$ cat src/rtl/uart_frame_parser.sv
// Frame parser behind the UART receiver: SYNC, LEN, PAYLOAD[LEN], CHK.
// Holds one good payload until the consumer acknowledges it; reports framing errors.
module uart_frame_parser #(
    parameter int unsigned MAX_LEN     = 16,
    parameter int unsigned AW          = 4,
    parameter logic [7:0]  SYNC_BYTE   = 8'hA5,
    parameter int unsigned TIMEOUT_CYC = 250000
) (
    input  logic          clk,
    input  logic          rstn,
    input  logic [7:0]    rx_dat,
    input  logic          rx_ok,
    input  logic [AW-1:0] rd_addr,
    output logic [7:0]    rd_dat,
    output logic [AW:0]   frm_len,
    output logic          frm_valid,
    input  logic          frm_ack,
    output logic          busy,
    output logic          err_chk,
    output logic          err_len,
    output logic          err_to,
    output logic          err_ovr,
    output logic [7:0]    frm_cnt,
    output logic [7:0]    err_cnt
);

    localparam int unsigned DEPTH = 1 << AW;
    localparam int unsigned LW    = AW + 1;
    localparam int unsigned TW    = $clog2(TIMEOUT_CYC + 1);

    typedef enum logic [2:0] {
        S_IDLE,
        S_LEN,
        S_DATA,
        S_CHK,
        S_DONE
    } state_t;

    state_t        state_q, state_d;
    logic          rx_ok_d;
    logic          byte_evt;
    logic [LW-1:0] len_q, len_d;
    logic [LW-1:0] idx_q, idx_d;
    logic [7:0]    chk_q, chk_d;
    logic [TW-1:0] tcnt_q, tcnt_d;
    logic          timed;
    logic          time_up;
    logic          wr_en;
    logic [AW-1:0] wr_idx;
    logic [7:0]    mem [DEPTH];

    logic [LW-1:0] frm_len_d;
    logic          frm_valid_d;
    logic          busy_d;
    logic          err_chk_d, err_len_d, err_to_d, err_ovr_d;
    logic [7:0]    frm_cnt_d, err_cnt_d;

    // One byte per rising edge of the receiver strobe
    assign byte_evt = rx_ok & ~rx_ok_d;
    assign timed    = (state_q == S_LEN) || (state_q == S_DATA) || (state_q == S_CHK);
    assign time_up  = timed && (tcnt_q == TW'(TIMEOUT_CYC - 1));

    // Entries at or above MAX_LEN are never written, so they read back as zero
    assign rd_dat = mem[rd_addr];

    always_comb begin
        state_d     = state_q;
        len_d       = len_q;
        idx_d       = idx_q;
        chk_d       = chk_q;
        tcnt_d      = '0;
        wr_en       = 1'b0;
        wr_idx      = idx_q[AW-1:0];
        frm_len_d   = frm_len;
        frm_valid_d = frm_valid;
        frm_cnt_d   = frm_cnt;
        err_chk_d   = 1'b0;
        err_len_d   = 1'b0;
        err_to_d    = 1'b0;
        err_ovr_d   = 1'b0;
        err_cnt_d   = err_cnt;

        if (timed) begin
            tcnt_d = tcnt_q + TW'(1);
        end

        case (state_q)
            S_IDLE: begin
                if (byte_evt && (rx_dat == SYNC_BYTE)) begin
                    state_d = S_LEN;
                end
            end
            S_LEN: begin
                if (byte_evt) begin
                    tcnt_d = '0;
                    if ((rx_dat != 8'd0) && (32'(rx_dat) <= MAX_LEN)) begin
                        len_d   = LW'(rx_dat);
                        chk_d   = rx_dat;
                        idx_d   = '0;
                        state_d = S_DATA;
                    end else begin
                        err_len_d = 1'b1;
                        state_d   = S_IDLE;
                    end
                end else if (time_up) begin
                    tcnt_d   = '0;
                    err_to_d = 1'b1;
                    state_d  = S_IDLE;
                end
            end
            S_DATA: begin
                if (byte_evt) begin
                    tcnt_d = '0;
                    wr_en  = 1'b1;
                    chk_d  = chk_q ^ rx_dat;
                    idx_d  = idx_q + LW'(1);
                    if (idx_d == len_q) begin
                        state_d = S_CHK;
                    end
                end else if (time_up) begin
                    tcnt_d   = '0;
                    err_to_d = 1'b1;
                    state_d  = S_IDLE;
                end
            end
            S_CHK: begin
                if (byte_evt) begin
                    tcnt_d = '0;
                    if (rx_dat == chk_q) begin
                        frm_len_d   = len_q;
                        frm_valid_d = 1'b1;
                        frm_cnt_d   = frm_cnt + 8'd1;
                        state_d     = S_DONE;
                    end else begin
                        err_chk_d = 1'b1;
                        state_d   = S_IDLE;
                    end
                end else if (time_up) begin
                    tcnt_d   = '0;
                    err_to_d = 1'b1;
                    state_d  = S_IDLE;
                end
            end
            S_DONE: begin
                // Buffer is frozen; any byte here is dropped even if ack arrives together
                if (byte_evt) begin
                    err_ovr_d = 1'b1;
                end
                if (frm_ack) begin
                    frm_valid_d = 1'b0;
                    state_d     = S_IDLE;
                end
            end
            default: begin
                state_d = S_IDLE;
            end
        endcase

        if ((err_chk_d || err_len_d || err_to_d || err_ovr_d) && (err_cnt != 8'hFF)) begin
            err_cnt_d = err_cnt + 8'd1;
        end

        busy_d = (state_d == S_LEN) || (state_d == S_DATA) || (state_d == S_CHK);
    end

    always_ff @(posedge clk or negedge rstn) begin
        if (!rstn) begin
            state_q   <= S_IDLE;
            rx_ok_d   <= 1'b0;
            len_q     <= '0;
            idx_q     <= '0;
            chk_q     <= '0;
            tcnt_q    <= '0;
            frm_len   <= '0;
            frm_valid <= 1'b0;
            busy      <= 1'b0;
            err_chk   <= 1'b0;
            err_len   <= 1'b0;
            err_to    <= 1'b0;
            err_ovr   <= 1'b0;
            frm_cnt   <= '0;
            err_cnt   <= '0;
            for (int i = 0; i < int'(DEPTH); i++) begin
                mem[i] <= '0;
            end
        end else begin
            state_q   <= state_d;
            rx_ok_d   <= rx_ok;
            len_q     <= len_d;
            idx_q     <= idx_d;
            chk_q     <= chk_d;
            tcnt_q    <= tcnt_d;
            frm_len   <= frm_len_d;
            frm_valid <= frm_valid_d;
            busy      <= busy_d;
            err_chk   <= err_chk_d;
            err_len   <= err_len_d;
            err_to    <= err_to_d;
            err_ovr   <= err_ovr_d;
            frm_cnt   <= frm_cnt_d;
            err_cnt   <= err_cnt_d;
            if (wr_en) begin
                mem[wr_idx] <= rx_dat;
            end
        end
    end

endmodule

$ cat config.mk
export PLATFORM = sky130hd
export DESIGN_NAME = uart_frame_parser
export DESIGN_NICKNAME = d
export VERILOG_FILES = /design/src/rtl/uart_frame_parser.sv
export SDC_FILE = /design/constraint.sdc
export NUM_CORES = 1
export LEC_CHECK = 0
export ABC_AREA = 1
export BUFFER_PORTS_ARGS = -buffer_cell sky130_fd_sc_hd__buf_2
export CORE_AREA = 2 2 141 143
export DETAILED_ROUTE_END_ITERATION = 8
export DIE_AREA = 0 0 143 145
export MAX_ROUTING_LAYER = met4
export PLACE_DENSITY = 0.67
export SLEW_MARGIN = 10
export SYNTH_ARGS = -nofsm -noshare
export SYNTH_HDL_FRONTEND = slang
export SYNTH_SLANG_ARGS = --single-unit
$ cat constraint.sdc
create_clock -name clk -period 3.5 [get_ports clk]
set_input_delay 0.875 -clock clk [delete_from_list [all_inputs] [get_ports clk]]
set_output_delay 0.875 -clock clk [all_outputs]
set_load 0.02 [all_outputs]
==> metrics.yaml <==
grt_usage_pct: 23.9
drive_above_1_share_pct: 12.5
syn-cell-area_um2: 9500
cts_sinks: 195
grt_max_degree: 78
portBuffers: 50
clock-root-buffer: "clkbuf_16"
reg2reg_slack_ps: 1220
chipHeight_um: 145
io_pins: 51
worstMarginPinSlew_ps: 713
h-tree-depth: 4
cts_buffers: 17
layout_common_cells: "nand2_1 (256), dfrtp_1 (195), o21ai_1 (149), inv_1 (80), nor2_1 (62)"
areaGrowthSynthToFinish_pct: 12.2
fin_skew_ps: 14.5
syn_nets: 1125
viasPerCell: 5.36
yosys_register_bits: 195
crit_path_end_kind: "output port"
power_density_nw_per_um2: 431
reg2reg_depth: 5
core_area_um2: 19200
clk_latency_ps: 450
clkTransAtPathRegs_ps: 80
r2r_start: "state_q[0]"
antenna_found_initial: 0
grt_pass1_vias: 7273
synth_cells: 1102
drv_cap: 0
hold_viol: 0
critPathArrivalTime_ps: 2310
p_leak_uw: 0.00499
gp_congestion: 0.868
grt_overflow: 0
grt.met2_usage_pct: 36.2
rsz0062_at_grt: "false"
start_util_pct: 49.5
ys_seq_area_share_pct: 51.3
ctsHoldBuffers: 0
syn_area_per_cell_um2: 8.62
totalPowerFinal_uw: 4600
met1_usage_pct: 33.8
grt-busiest-layer: "met2"
fin_nets: 1159
hold_class: "in2async"
drc: 0
firstDrtPassIters: 5
min_period_ps: 3190
via_count: 7573
wl_per_cell_um: 16.2
initialDrtViolationCount: 588
cts_tree: "yes"
path_class: "in2out"
ys_types: 42
setup_violations: 0
drv_slew: 0
fp.dieW_um: 143
fp-row-count: 51
fin_tns_setup_ps: 0
grt_pass1_wl_mm: 38.2
relSlewSlack_pct: 52.3
r2r-end: "mem[71]"
ys.flop_type: "dfrtp_1"
path_max_fanout: 41
dp_hpwl_mm: 15.5
max_freq_mhz: 314
startpoint_type: "input pin"
drt_wl_total_mm: 22.9
ant_nets: 0
min_period_over_period_pct: 91.0
yosysWarnings: 0
postCtsSetupBuffers: 0
post_cts_resized: 0
cts_buffer_depth: 2
synth-edff-count: 0
status: "finished clean"
ir_drop_mv: 0.325
final_common_cell: "nand2_1"
critPathRequiredTime_ps: 2620
groute.layer.met3.usage_pct: 4.39
n_antenna_cell: 0
die_area_um2: 20700
ys_async_sr_fraction_pct: 100
-- per-stage QoR --
stage	util (%)	worst slack (ps)	area [um^2]	std cells	hold WS [ps]
after global routing	55.5	182	10700	1414	416
after detailed placement	52.3	321	10000	1382	474
after CTS	55.5	309	10700	1414	402
after floorplan	-	522	9500	1102	454
final	55.5	314	10700	1414	385
after global placement	52.3	305	10000	1382	466
-- state kept, by name, summed over array words and instances, names as in the netlist --
signal	flops
busy	1
chk_q	8
err_chk	1
err_cnt	8
err_len	1
err_ovr	1
err_to	1
frm_cnt	8
frm_len	5
frm_valid	1
idx_q	5
len_q	5
mem	128
rx_ok_d	1
state_q	3
tcnt_q	18
-- worst max path at each step --
stage / from / end / slack (ps)
after floorplan: rd_addr[0] / rd_dat[0] / 520
after global placement: rd_addr[0] / rd_dat[7] / 310
after detailed placement: rd_addr[0] / rd_dat[2] / 320
after CTS: rd_addr[0] / rd_dat[2] / 310
after global routing: rd_addr[0] / rd_dat[7] / 180
final: rd_addr[0] / rd_dat[7] / 310
-- layer usage --
layer | wire [um] | part of all wire, %
met4 | 306 | 1.3
met5 | 0 | 0
met1 | 11100 | 49
met2 | 10600 | 46
met3 | 893 | 3.9
-- synthesized netlist by cell type (2+ instances only) --
cell      instances  area, um^2
buf_2            13        65.1
o21ai_0          45         225
o211ai_1         40         300
xnor2_1           5        43.8
nand4_1          12        75.1
nand3_1          36         180
nor3_1           17        85.1
o22ai_1           3        18.8
inv_1            80         300
mux2i_1          32         320
clkbuf_1         41         154
nand3_4           2        35.0
dfrtp_1         195        4880
ha_1              7        87.6
nand4_4           3        63.8
inv_2            16        60.1
o21ai_1         149         746
clkinv_1          2        7.51
nor2_1           62         233
nor4_1            3        18.8
mux2_2            4        45.0
nand2_1         256         961
nand4_2           9         113
xor2_1           19         166
a21oi_1          34         170
-- power by group --
| part | leakage [uW] | internal [uW] | switching (uW) |
|---|---|---|---|
| clock network | 0.000296 | 1090 | 961 |
| logic | 0.00205 | 76.5 | 204 |
| registers | 0.00265 | 2260 | 6.11 |
| total | 0.00499 | 3420 | 1170 |
-- cell type report --
type / count / area (um^2)
fillers: 1749 / 8550
flip-flops and latches: 195 / 4880
multi-input cells: 752 / 4010
repair buffers: 71 / 444
clock buffers: 17 / 425
inverters: 99 / 377
well taps: 265 / 332
clock inverters: 15 / 194
-- critical path: stages --
cell and delay [ps]:
buf_4 390, mux2i_1 250, o21ai_0 100, buf_4 170, o211ai_1 260, nand2_1 80
buf_2 170
-- kinds of logic (layout without fill, tap and decap cells) --
logic type	after synthesis	count (layout)	share of synthesized area, %
adders and majority gates	7	7	0.921
AOI/OAI and AO/OA	277	277	15.9
buffers and inverters	155	202	6.46
and+or+nand+nor	408	408	19.4
muxes	36	36	3.84
xor gates and xnor gates	24	24	2.21
DFF	195	195	51.3
Note: power is estimated with default switching activity, not from simulation.
